File: src/rtl/mux_32.sv
// 32-to-1 selector over individually named inputs, with a combinational result
// and a registered copy for pipelined consumers.
module mux_32 #(
  parameter int WIDTH = 1
) (
  input  logic             clk,
  input  logic             rst_n,
  input  logic [4:0]       select,
  input  logic [WIDTH-1:0] in00,
  input  logic [WIDTH-1:0] in01,
  input  logic [WIDTH-1:0] in02,
  input  logic [WIDTH-1:0] in03,
  input  logic [WIDTH-1:0] in04,
  input  logic [WIDTH-1:0] in05,
  input  logic [WIDTH-1:0] in06,
  input  logic [WIDTH-1:0] in07,
  input  logic [WIDTH-1:0] in08,
  input  logic [WIDTH-1:0] in09,
  input  logic [WIDTH-1:0] in10,
  input  logic [WIDTH-1:0] in11,
  input  logic [WIDTH-1:0] in12,
  input  logic [WIDTH-1:0] in13,
  input  logic [WIDTH-1:0] in14,
  input  logic [WIDTH-1:0] in15,
  input  logic [WIDTH-1:0] in16,
  input  logic [WIDTH-1:0] in17,
  input  logic [WIDTH-1:0] in18,
  input  logic [WIDTH-1:0] in19,
  input  logic [WIDTH-1:0] in20,
  input  logic [WIDTH-1:0] in21,
  input  logic [WIDTH-1:0] in22,
  input  logic [WIDTH-1:0] in23,
  input  logic [WIDTH-1:0] in24,
  input  logic [WIDTH-1:0] in25,
  input  logic [WIDTH-1:0] in26,
  input  logic [WIDTH-1:0] in27,
  input  logic [WIDTH-1:0] in28,
  input  logic [WIDTH-1:0] in29,
  input  logic [WIDTH-1:0] in30,
  input  logic [WIDTH-1:0] in31,
  output logic [WIDTH-1:0] out,
  output logic [WIDTH-1:0] out_q
);

  logic [WIDTH-1:0] in_arr [32];
  logic [WIDTH-1:0] out_d;

  // Gather the named ports so select can index them directly; an X/Z select
  // yields X in simulation rather than an arbitrary input.
  assign in_arr[0]  = in00;
  assign in_arr[1]  = in01;
  assign in_arr[2]  = in02;
  assign in_arr[3]  = in03;
  assign in_arr[4]  = in04;
  assign in_arr[5]  = in05;
  assign in_arr[6]  = in06;
  assign in_arr[7]  = in07;
  assign in_arr[8]  = in08;
  assign in_arr[9]  = in09;
  assign in_arr[10] = in10;
  assign in_arr[11] = in11;
  assign in_arr[12] = in12;
  assign in_arr[13] = in13;
  assign in_arr[14] = in14;
  assign in_arr[15] = in15;
  assign in_arr[16] = in16;
  assign in_arr[17] = in17;
  assign in_arr[18] = in18;
  assign in_arr[19] = in19;
  assign in_arr[20] = in20;
  assign in_arr[21] = in21;
  assign in_arr[22] = in22;
  assign in_arr[23] = in23;
  assign in_arr[24] = in24;
  assign in_arr[25] = in25;
  assign in_arr[26] = in26;
  assign in_arr[27] = in27;
  assign in_arr[28] = in28;
  assign in_arr[29] = in29;
  assign in_arr[30] = in30;
  assign in_arr[31] = in31;

  always_comb begin
    out_d = in_arr[select];
  end

  assign out = out_d;

  // Registered copy: one cycle behind out, cleared asynchronously.
  always_ff @(posedge clk or negedge rst_n) begin
    if (!rst_n) begin
      out_q <= '0;
    end else begin
      out_q <= out_d;
    end
  end

endmodule

File: config.mk
export PLATFORM = sky130hd
export DESIGN_NAME = mux_32
export DESIGN_NICKNAME = d
export VERILOG_FILES = /design/src/rtl/mux_32.sv
export SDC_FILE = /design/constraint.sdc
export NUM_CORES = 1
export LEC_CHECK = 0
export ABC_AREA = 1
export CAP_MARGIN = 30
export CORE_AREA = 2 2 40 42
export CTS_CLUSTER_SIZE = 30
export DETAILED_ROUTE_END_ITERATION = 8
export DIE_AREA = 0 0 42 44
export PLACE_DENSITY = 0.79
export SLEW_MARGIN = 20
export SYNTH_ARGS = -nofsm -noshare
export SYNTH_HDL_FRONTEND = slang
export SYNTH_SLANG_ARGS = --single-unit
File: constraint.sdc
create_clock -name clk -period 2.4 [get_ports clk]
set_input_delay 0.36 -clock clk [delete_from_list [all_inputs] [get_ports clk]]
set_output_delay 0.36 -clock clk [all_outputs]
set_load 0.02 [all_outputs]
==> impl_metrics.csv <==
group,metric,value,unit
sta,layout_setup_ws,0.1405,ns
global_route,grt_usage,15.18,%
power_and_ir_drop,vdd_ir_drop_max,0.09982,mV
run_status,status,"finished, final reports clean",
floorplan,fp.dieArea,1848,µm²
sta,report.final.slew_viol_count,0,
cells_and_area,drive_gt1_share,8.547,%
sta,fmax,442.6,MHz
synth,synth_fp_nets,118,
power_and_ir_drop,p_total,0.1575,mW
synth,synthAdderAreaFrac,0,%
synth,synth_mux_area_share,0,%
sta,hold_viol,0,
setup_path,crit_family,"buffers and inverters",
setup_path,path_max_fanout,17,
synth,synth_area,400.4,µm²
global_route,grt_overflow,0,
placement,pre_cts_slack,-0.1636,ns
cells_and_area,antenna_cells,0,
flow_run,cap_violations,0,
synth,synth_xor_area_share,0,%
setup_path,path_cells,"clkdlybuf4s50_1 -> buf_12 -> inv_6 -> nand2_1 -> nand3_1 -> nand3_1 -> nand2_1 -> nand2_1 -> nand2_1 -> nand2_1 -> nand2_1 -> clkdlybuf4s15_1",
synth,seq_area_frac_synth,6.250,%
placement,gp_congestion,0.7618,
sta,rsz0062_at_grt,"no",
synth,syn_area_per_cell,5.068,µm²
setup_path,cpMostUsedCell,"nand2_1",
sta,setup_viol_count_final,0,
detailed_routing,drt-pass1-iter-count,4,
floorplan,core-area,1419,µm²
clock_network,ctsHoldBuffers,0,
power_and_ir_drop,power.leakage,0.3729,nW
global_route,grt_max_degree,18,
floorplan,num_rows,14,
global_route,grt_pass1_wl,2325,µm
cells_and_area,fillers,158,
detailed_routing,first_iter_violations,12,
detailed_routing,via_per_inst,4.617,
detailed_routing,drc,0,
placement,hpwlAfterDp,1084,µm
synth,synth_top_family_by_area,"simple AND/OR/NAND/NOR gates",
synth,synth_cells,79,
global_route,grt_pass1_vias,580,
synth,synth_compound_area_share,0,%
power_and_ir_drop,p_seq_share,12.7,%
floorplan,initial_core_util,28.22,%
power_and_ir_drop,pwr-share-comb,87.3,%
detailed_routing,wl_per_cell,9.797,µm
power_and_ir_drop,swShare,34.10,%
sta,setup_tns,0,ns
synth,synth.distinct_cells,10,
detailed_routing,ant_nets,0,
synth,yosys_warnings,0,
cells_and_area,synthToLayoutAreaGrowth,100.0,%
placement,port_buffers,40,
synth,synth_area_leaders,"nand2_1, nand3_1, nand2_2, dfrtp_1, buf_6",
global_route,antenna_found_initial,0,
setup_path,cp.required,2.04,ns
detailed_routing,num_vias,614,
power_and_ir_drop,p_switching,0.05369,mW
cells_and_area,final_cell_mix,"nand2_1, clkdlybuf4s50_1, nand3_1",
floorplan,io_pins,41,
setup_path,start_kind,"input port",
synth,synth_top_cell_area_share,36.56,%
setup_path,slowest_delay,0.44,ns
power_and_ir_drop,cellInternalPower,0.1038,mW
floorplan,die_h,44,µm
setup_path,endpoint_kind,"output pin",
setup_path,crit_arrival,1.90,ns
synth,ys_seq_elements,1,
setup_path,criticalPathCategory,"in -> out",
min_path,hold_path_class,"in -> async",
sta,timing.final.crit_share,94.15,%
detailed_routing,drt_wl_total,1303,µm
setup_path,path_buf_inv,4,
cells_and_area,reg.largest.list,"out_q: 1 flops",
cells_and_area,largest_register,"out_q",
sta,period_needed,2.259,ns
sta,worstMarginPinSlew,0.2136,ns
synth,synthSimpleGateAreaFrac,75.94,%
setup_path,slowest_stage,"clkdlybuf4s50_1",
sta,maxSlewHeadroom,85.72,%
synth,yosys.area.top_type,"nand2_1",
cells_and_area,nNetsFinal,158,
floorplan,dieWidth,42,µm
cells_and_area,largest_reg_flops,1,
clock_network,clk_pin_slew,0,ns
power_and_ir_drop,powerDensity,196.6,nW/µm²
power_and_ir_drop,clkPwrFrac,0,%
power groups by stage:
stage	Sequential, mW	Combinational (mW)	Clock (mW)
floorplan	0.0228	0.0580	0
global placement	0.0197	0.138	0
detailed placement	0.0201	0.139	0
CTS	0.0200	0.138	0
global route	0.0200	0.152	0
finish	0.0199	0.138	0
layer usage:
metal	vias up	track usage [%]	share of wire [%]
met1	257	20.10	42
li1	331	-	-
met3	0	2.083	8.1
met5	-	0	0
met4	0	0	0
met2	26	27.81	50
through the flow:
stage                     cell area (µm²)  utilization, %  std cells  hold WS [ns]
after floorplan                     400.4               -         79       0.06441
after global placement              800.8           56.44        133        0.5107
after detailed placement            800.8           56.44        133        0.5156
after CTS                           799.5           56.35        133        0.5156
after global routing                800.8           56.44        133        0.5260
final                               800.8           56.44        133        0.5140
area by class of cell:
class	count	area, µm²	area share (%)
sequential	1	25.02	3.125
inverter	5	23.77	2.969
tap	16	20.02	2.500
timing repair buffer	42	427.9	53.44
multi-input combinational	69	304.0	37.97
synthesized netlist by cell type:
cell type and n:
nand2_1 39, nand3_1 24, nand2_2 6, inv_1 3
buf_6 2, buf_12 1, buf_2 1, dfrtp_1 1
inv_2 1, inv_6 1
worst max path at each step:
stage	slack, ns	depth (start not counted)	from	endpoint
after floorplan	0.88	11	select[0]	out
after global placement	-0.14	12	select[0]	out
after detailed placement	-0.16	12	select[0]	out
after CTS	0.11	12	select[0]	out
after global routing	0.004	12	select[0]	out
final	0.14	12	select[0]	out
cells by family after synthesis:
logic type / Yosys count
flops: 1
buf+inv: 9
simple gates: 69
repair_timing:
action / CTS / global route
setup endpoints to repair: 1 / 1
buffers inserted: 0 / 0
resized for setup: 1 / 1
Power figures use the tool's default switching activity.
